$ cat config.mk
export PLATFORM = sky130hd
export DESIGN_NAME = multiplier_controller
export DESIGN_NICKNAME = d
export VERILOG_FILES = /design/src/rtl/multiplier_pkg.sv /design/src/rtl/multiplier_controller_counter.sv /design/src/rtl/multiplier_controller.sv
export SDC_FILE = /design/constraint.sdc
export NUM_CORES = 1
export LEC_CHECK = 0
export CAP_MARGIN = 20
export CORE_AREA = 3 3 40 42
export DETAILED_ROUTE_END_ITERATION = 8
export DIE_AREA = 0 0 43 45
export PLACE_DENSITY = 0.66
export SKIP_LAST_GASP = 1
export SYNTH_ARGS = -nofsm -noshare
export SYNTH_HDL_FRONTEND = slang
export SYNTH_SLANG_ARGS = --single-unit
export TNS_END_PERCENT = 5
$ cat constraint.sdc
create_clock -name clk -period 1.9 [get_ports clk]
set_input_delay 0.38 -clock clk [delete_from_list [all_inputs] [get_ports clk]]
set_output_delay 0.38 -clock clk [all_outputs]
set_load 0.03 [all_outputs]
$ cat src/rtl/multiplier_pkg.sv
// Shared definitions for the shift-and-add multiplier controller: FSM state
// encoding and the width rule for the iteration counter.
package multiplier_pkg;

   // Controller states; encoding is fixed so other tools and datapath
   // documentation can refer to the numeric values.
   typedef enum logic [1:0] {
      IDLE = 2'd0,
      LOAD = 2'd1,
      CALC = 2'd2,
      DONE = 2'd3
   } state_t;

   // Bits needed to hold an iteration count in the range 0..word_length.
   function automatic int unsigned count_width(input int unsigned word_length);
      return $clog2(word_length + 1);
   endfunction

endpackage

$ cat src/rtl/multiplier_controller_counter.sv
// Saturating iteration counter: counts completed CALC cycles and stops at
// WORD_LENGTH, so it never wraps.
module iteration_counter
   import multiplier_pkg::*;
#(
   parameter int unsigned WORD_LENGTH = 4
) (
   input  logic                                 clk,
   input  logic                                 reset,
   input  logic                                 clear,
   input  logic                                 enable,
   output logic [count_width(WORD_LENGTH)-1:0]  count
);

   localparam int unsigned   CW        = count_width(WORD_LENGTH);
   localparam logic [CW-1:0] COUNT_MAX = CW'(WORD_LENGTH);

   // Synchronous reset/clear take priority; increment only below the limit.
   always_ff @(posedge clk) begin
      if (reset) begin
         count <= '0;
      end else if (clear) begin
         count <= '0;
      end else if (enable && (count != COUNT_MAX)) begin
         count <= count + 1'b1;
      end
   end

endmodule

$ cat src/rtl/multiplier_controller.sv
// Control FSM for a shift-and-add multiplier datapath. Sequences operand
// load, WORD_LENGTH shift/add iterations and a one-cycle ready pulse. It
// performs no arithmetic itself.
module multiplier_controller
   import multiplier_pkg::*;
#(
   parameter int unsigned WORD_LENGTH = 4,
   parameter int unsigned WORD        = WORD_LENGTH * 2
) (
   input  logic                                 clk,
   input  logic                                 reset,
   input  logic                                 start,
   input  logic                                 multiplier_lsb,
   output logic                                 load,
   output logic                                 shift,
   output logic                                 add_select,
   output logic                                 busy,
   output logic                                 ready,
   output logic [count_width(WORD_LENGTH)-1:0]  iteration
);

   localparam int unsigned   CW        = count_width(WORD_LENGTH);
   localparam logic [CW-1:0] LAST_ITER = CW'(WORD_LENGTH - 1);

   // The product width only matters to the datapath; an undersized value
   // simply has nothing to build here.
   if (WORD < 2 * WORD_LENGTH) begin : g_word_narrower_than_product
   end

   state_t state;
   logic   count_clear;
   logic   count_enable;

   // Count is zeroed everywhere outside CALC, so LOAD and IDLE always show 0
   // and DONE shows the saturated WORD_LENGTH for its single cycle.
   assign count_clear  = (state != CALC);
   assign count_enable = (state == CALC);

   iteration_counter #(
      .WORD_LENGTH (WORD_LENGTH)
   ) u_iteration_counter (
      .clk    (clk),
      .reset  (reset),
      .clear  (count_clear),
      .enable (count_enable),
      .count  (iteration)
   );

   // Mux select follows the multiplier LSB in the same cycle, only in CALC.
   assign add_select = (state == CALC) & multiplier_lsb;

   // State register with registered Moore outputs: each arm sets the
   // outputs that belong to the state being entered.
   always_ff @(posedge clk) begin
      if (reset) begin
         state <= IDLE;
         load  <= 1'b0;
         shift <= 1'b0;
         busy  <= 1'b0;
         ready <= 1'b0;
      end else begin
         load  <= 1'b0;
         shift <= 1'b0;
         busy  <= 1'b0;
         ready <= 1'b0;
         case (state)
            IDLE: begin
               if (start) begin
                  state <= LOAD;
                  load  <= 1'b1;
                  busy  <= 1'b1;
               end else begin
                  state <= IDLE;
               end
            end
            LOAD: begin
               state <= CALC;
               shift <= 1'b1;
               busy  <= 1'b1;
            end
            CALC: begin
               if (iteration == LAST_ITER) begin
                  state <= DONE;
                  ready <= 1'b1;
               end else begin
                  state <= CALC;
                  shift <= 1'b1;
                  busy  <= 1'b1;
               end
            end
            DONE: begin
               if (start) begin
                  state <= LOAD;
                  load  <= 1'b1;
                  busy  <= 1'b1;
               end else begin
                  state <= IDLE;
               end
            end
            default: begin
               state <= IDLE;
            end
         endcase
      end
   end

endmodule
# == Word-level counts from Yosys, hierarchy flattened ==
# Cells that the tools add are included.
# totals
input_bits,4
regBits,9
out_inout_bits,8
wordCells,30
# classes
n_mux,8
n_bitwise,3
n_reduce_logical,6
eq_ne,6
addsub,1
# ops
op,n
OR reduction 2 bit,4
case mux 2 bit (3 select lines),1
two-way mux 1 bit,5
"equality test 2 bit, second input constant",2
"adder 3 x 1 -> 3 bit, second input constant",1
"equality test 3 x 2 -> 1 bit, second input constant",1
"!= test 3 bit, second input constant",1
case mux 1 bit (3 select lines),1
"equality test 2 x 1 -> 1 bit, second input constant",1
zero test 2 bit,1
"!= test 2 bit, second input constant",1
inverter 1 bit,2
case mux 1 bit (2 select lines),1
AND 1 bit,1
logical AND 1 bit,1

# == Logic depth before layout (Yosys ltp) ==
# Gate-level depths: netlist of run 1.
# logic_depth
word_depth,4
depth_mapped,5
depth_no_buf,5

# == Modules after synthesis ==
# A second synthesis of run 1 with hierarchy kept.
# unflattened
hier_cells,43
area_unflattened_um2,451.7
# by_module_without_submodules
module,area_each_um2,instances,cells_per_inst
multiplier_controller,262.8,1,26
iteration_counter,188.9,1,17

# == Worst setup path after synthesis of run 1 ==
# Ideal clock, no wire load.
# synth_timing
path_kind,register -> register
from,register u_iteration_counter.count[0]
to,register u_iteration_counter.count[1]
stages_incl_launch_ff,6
t_arrival_ns,1.250
setup_ns,0.115
slack_ns,0.535
n_path_buf,0
synth_period_minus_slack_ns,1.365
path_cell_list,dfxtp_1 -> inv_1 -> ha_1 -> a21boi_4 -> mux2i_1 -> nor2_1
# synth_via
elab_chain_cells,2
elab_cells_between_ends,3
cone_classes,add/sub: 1; eq/ne: 1; reduce/logical: 1
# synth_lines
element,line_no,rtl
from (decl),multiplier_controller_counter.sv:12,output logic [count_width(WORD_LENGTH)-1:0] count
from (signal assigned),multiplier_controller_counter.sv:25,count <= count + 1'b1;
"parallel branches: the longest is 2 deep, another holds adder 3 x 1 -> 3 bit",n/a,
# Parallel ways; which one is timed is not known.
# A chain may end at the register's enable or synchronous reset.

# == Worst setup path after layout of run 1 ==
# layout_timing
from,register u_iteration_counter.count[2]
to,output port iteration[2]
# layout_rtl
element,line_no,rtl
to (decl),multiplier_controller.sv:19,output logic [count_width(WORD_LENGTH)-1:0] iteration
# No word-level cell between the ends.

==> impl_metrics.tcl, run 1 <==
set metrics [dict create \
    io_pins 12 \
    wirelength_um 613 \
    critPathLaunchType "register" \
    path_cells "clkdlybuf4s50_1" \
    status "completed" \
    cp.required_ns 1.52 \
    placed_cell_area_um2 531 \
    p_per_area_nw_per_um2 783 \
    slew_headroom_pct 79.1 \
    fin_nets 66 \
    start_util_pct 31.5 \
    cts_tree "built" \
    row_count 13 \
    clk_latency_ns 0.26 \
    cts_resized 0 \
    synth_warnings 0 \
    cts.path.max_buffers 2 \
    clkSinkCount 9 \
    wl_per_cell_um 8.76 \
    grt_pass1_vias 281 \
    synthAdderAreaFrac_pct 18.6 \
    yosys.area_share.xor_xnor_pct 2.17 \
    synth-simple-area-share_pct 13.6 \
    place_inst 66 \
    worst_slew_pin_slew_ns 0.312 \
    via_count 288 \
    synth_compound_area_share_pct 12.1 \
    synth.distinct_cells 15 \
    synth_nets 50 \
    p_leak_nw 0.215 \
    track_usage_pct 8.50 \
    die_x_um 43 \
    drive_above_1_share_pct 12.7 \
    firstDrtPassIters 1 \
    power.total_mw 0.436 \
    path_buf_inv 1 \
    end_kind "output pin" \
    h-tree-depth 1 \
    fin_cells 70 \
    antenna_found_initial 0 \
    dieHeight_um 45 \
    synthesis.area_per_instance_um2 10.1 \
    crit_path_top_delay_cell "clkdlybuf4s50_1" \
    post_cts_buffers 0 \
    viasPerCell 4.11 \
    drc 0 \
    postRouteAntennaNets 0 \
    io_buffers 11 \
    cp_max_fo 4 \
    crit_family "buffers and inverters" \
    peakVddDrop_uv 381 \
    grt_first_pass_wirelength_um 1100 \
    slowest_delay_ns 0.70 \
    synth_top_family_by_area "adder cells" \
    synthMuxAreaShare_pct 2.48 \
    cts_hold_buf 0 \
    routabilityCongestion 0.697 \
    ys_ff_latch 9 \
    fin_crit_sh_pct 91.6 \
    maxCapViolCount 0 \
    syn_to_final_growth_pct 37.8 \
    rsz0062_at_grt "false" \
    fin_crit_ns 1.74 \
    netlist_area_um2 404 \
    cts_root_buf "clkbuf_4" \
    setup_violations 0 \
    antenna_cells 0 \
    fmax_mhz 575 \
    cp.arrival_ns 1.36 \
    drt_iter0_markers 0 \
    drv_slew 0 \
    tns_ns 0 \
    clkSlewWorstSetupHoldPaths_ns 0.06 \
    grt_overflow 0 \
    hold_viol 0 \
    clock_skew_ns 0.00364 \
    seq_area_frac_synth_pct 44.6 \
    crit_type "register to output pin" \
    die_area_um2 1940 \
    syn_inst 40 \
    worstHoldPathType "register to register" \
    cts_buffers 3 \
    fin_area_um2 557 \
    core-area_um2 1280 \
    utilization_pct 43.3 \
    grt_max_degree 6 \
]
==> registers in the layout, summed over array words and instances, names as in the netlist <==
register	count
u_iteration_counter.count	3
state	2
busy	1
load	1
ready	1
shift	1
==> kinds of logic after synthesis <==
logic type,count (synthesis)
AND/OR/NAND/NOR,10
adder cells (fa/ha/maj),6
AO/OA/AOI/OAI,6
flip-flops,9
XOR/XNOR,1
buffers and inverters,7
multiplexers,1
==> cells in the mapped netlist <==
master    number  area, um2
a21boi_4       1       18.8
a21oi_1        3       15.0
and2_1         1       6.26
dfxtp_1        9        180
ha_1           6       75.1
inv_1          7       26.3
mux2i_1        1       10.0
nand2_1        1       3.75
nand2b_4       1       13.8
nor2_1         5       18.8
nor3_1         1       5.00
o21ai_0        1       5.00
o21ba_2        1       10.0
or2b_1         1       7.51
xnor2_1        1       8.76
==> routing by layer <==
layer | GRT usage [%] | up-vias | wire length [um]
met5 | 0 | - | 0
met1 | 8.70 | 115 | 271
met2 | 11.7 | 10 | 262
met4 | 10.8 | 0 | 35
li1 | - | 159 | -
met3 | 3.59 | 4 | 45
==> cell type report <==
class / instances / area, um2
Tap cell: 15 / 18.8
Inverter: 7 / 26.3
Clock buffer: 4 / 26.3
Multi-Input combinational cell: 24 / 198
Fill cell: 132 / 728
Timing Repair Buffer: 11 / 108
Sequential cell: 9 / 180
==> per-stage QoR <==
| stage | hold WS [ns] | worst slack [ns] |
|---|---|---|
| finish | 0.549 | 0.159 |
| global route | 0.589 | 0.110 |
| CTS | 0.553 | 0.145 |
| detailed placement | 0.544 | 0.434 |
| global placement | 0.528 | 0.435 |
| floorplan | 0.447 | 0.535 |
==> report_power, final <==
part / total (mW) / internal (mW) / switching, mW / leakage (nW)
logic: 0.0863 / 0.0420 / 0.0442 / 0.127
clock network: 0.144 / 0.0807 / 0.0634 / 0.0150
registers: 0.206 / 0.201 / 0.00499 / 0.0734
==> layout by cell type, fill, tap and decap left out, drive strengths merged <==
| cell | n |
|---|---|
| clkbuf | 4 |
| mux2i | 1 |
| or2b | 1 |
| inv | 7 |
| nand2b | 1 |
| buf | 1 |
| o21ai | 1 |
| clkdlybuf4s50 | 10 |
| a21oi | 3 |
| nand2 | 1 |
| a21boi | 1 |
| ha | 6 |
| xnor2 | 1 |
| and2 | 1 |
| dfxtp | 9 |
| nor2 | 5 |
| nor3 | 1 |
| o21ba | 1 |
==> worst paths after layout <==
kind                                                    from                      endpoint  slack, ns  depth (start not counted)
worst min register to register  u_iteration_counter.count[2]  u_iteration_counter.count[2]       0.55                          2
worst min-delay path            u_iteration_counter.count[2]  u_iteration_counter.count[2]       0.55                          2
worst max register to register  u_iteration_counter.count[0]  u_iteration_counter.count[2]       0.67                          4
worst max-delay path            u_iteration_counter.count[2]                  iteration[2]       0.16                          1
(Power assumes the default switching activity.)
==> inputs of run 2 (changes only) <==
CAP_MARGIN = unset   (was 20)
==> results of run 2 <==
The final DEF is identical to that of run 1; final timing and power are the same.
==> inputs of run 3 (changes only) <==
CORE_AREA = 5 5 42 44   (was 3 3 40 42)
DIE_AREA = 0 0 47 49   (was 0 0 43 45)
==> impl_metrics.tcl, run 3 (synthesized netlist as in run 1, its figures left out) <==
set metrics [dict create \
    cts_tree "built" \
    worstSetupStartpoint "u_iteration_counter.count[2]" \
    viasPerCell 4.15 \
    path_cells "clkdlybuf4s50_1" \
    tns_ns 0 \
    wl_per_cell_um 9.66 \
    fin_crit_sh_pct 91.5 \
    reg2reg_slack_ns 0.67 \
    final_cell_mix "clkdlybuf4s50_1, dfxtp_1, inv_1" \
    setup_violations 0 \
    crit_family "buffers and inverters" \
    grt_first_pass_wirelength_um 1190 \
    pre_cts_slack_ns 0.431 \
    antenna_cells 0 \
    regMostFlops "u_iteration_counter.count" \
    crit_end "iteration[2]" \
    layout_commonest_cell "clkdlybuf4s50_1" \
    fin_crit_ns 1.74 \
    top_regs "u_iteration_counter.count (3), state (2)" \
    track_usage_pct 7.28 \
    critPathLaunchType "register" \
    via_count 295 \
    cp.required_ns 1.52 \
    drive_above_1_share_pct 12.7 \
    crit_path_top_delay_cell "clkdlybuf4s50_1" \
    rr_worst_depth 5 \
    largest_reg_flops 3 \
    fillerInstances 136 \
    wirelength_um 686 \
    die_area_um2 2300 \
    cts_root_buf "clkbuf_4" \
    clock_skew_ns 0.00547 \
    firstDrtPassIters 2 \
    dpl.hpwl_um 556 \
    grt_pass1_vias 289 \
    routabilityCongestion 0.744 \
    drt_iter0_markers 1 \
    status "completed" \
    cts_hold_buf 0 \
    rsz0062_at_grt "false" \
    setup_ws_ns 0.162 \
    die_x_um 47 \
    cts_resized 0 \
    io_pins 12 \
    fin_nets 66 \
    slew_headroom_pct 78.3 \
    path_buf_inv 1 \
    worstReg2RegStart "u_iteration_counter.count[0]" \
    path_depth 1 \
    regArea_um2 180 \
    drv_slew 0 \
    cts_buffers 3 \
    antenna_found_initial 0 \
    p_leak_nw 0.215 \
    post_cts_buffers 0 \
    row_count 14 \
    io_buffers 11 \
    worstHoldPathType "register to register" \
    cts.path.max_buffers 2 \
    start_util_pct 28.8 \
    clk_latency_ns 0.26 \
    cp_max_fo 4 \
    postRouteAntennaNets 0 \
    worst_slew_pin_slew_ns 0.324 \
    p_per_area_nw_per_um2 788 \
    h-tree-depth 1 \
    clkSlewWorstSetupHoldPaths_ns 0.06 \
    r2r-end "u_iteration_counter.count[1]" \
    peakVddDrop_uv 368 \
    grt_max_degree 6 \
    grt_overflow 0 \
    multiInputGateArea_um2 198 \
    core-area_um2 1400 \
    cp.arrival_ns 1.36 \
    dieHeight_um 49 \
    crit_type "register to output pin" \
    syn_to_final_growth_pct 38.1 \
    clkSinkCount 9 \
    hold_viol 0 \
    maxCapViolCount 0 \
    end_kind "output pin" \
    drc 0 \
    slowest_delay_ns 0.70 \
    fmax_mhz 575 \
]
run 3: cell counts in the layout (fill, tap and decap cells not counted):
Identical to the previous run, type by type.
run 3: power breakdown:
part           leakage [nW]  switching [mW]  internal, mW
logic                 0.127          0.0453        0.0422
registers            0.0734         0.00551         0.200
clock network        0.0150          0.0654        0.0808
total                 0.215           0.116         0.324
run 3: per-stage QoR:
| step | area [um2] | hold WS [ns] | util [%] | total power, mW | std cells |
|---|---|---|---|---|---|
| floorplan | 404 | 0.447 | - | 0.268 | 40 |
| global placement | 532 | 0.533 | 37.9 | 0.297 | 67 |
| detailed placement | 532 | 0.542 | 37.9 | 0.299 | 67 |
| CTS | 558 | 0.552 | 39.8 | 0.448 | 71 |
| global route | 558 | 0.586 | 39.8 | 0.468 | 71 |
| finish | 558 | 0.547 | 39.8 | 0.440 | 71 |
run 3: final cells by class:
| cell class | count | share of cell area [%] |
|---|---|---|
| timing repair buffer | 11 | 19.3 |
| clock buffer | 4 | 4.71 |
| inverter | 7 | 4.71 |
| multi-input combinational | 24 | 35.4 |
| tap | 16 | 3.59 |
| sequential | 9 | 32.3 |
run 3: layer usage:
metal	global-route usage [%]	vias to the layer above	share of wire, %
met4	4.15	0	1.3
met5	0	-	0
li1	-	155	-
met3	4.43	2	10
met1	9.33	127	46
met2	9.05	11	42
run 3: worst min-delay path by stage:
stage	endpoint	depth (start not counted)	start	slack (ns)
global placement	u_iteration_counter.count[2]	2	u_iteration_counter.count[2]	0.53
floorplan	state[1]	1	reset	0.45
global route	u_iteration_counter.count[2]	2	u_iteration_counter.count[2]	0.59
finish	u_iteration_counter.count[2]	2	u_iteration_counter.count[2]	0.55
detailed placement	u_iteration_counter.count[2]	2	u_iteration_counter.count[2]	0.54
CTS	u_iteration_counter.count[2]	2	u_iteration_counter.count[2]	0.55
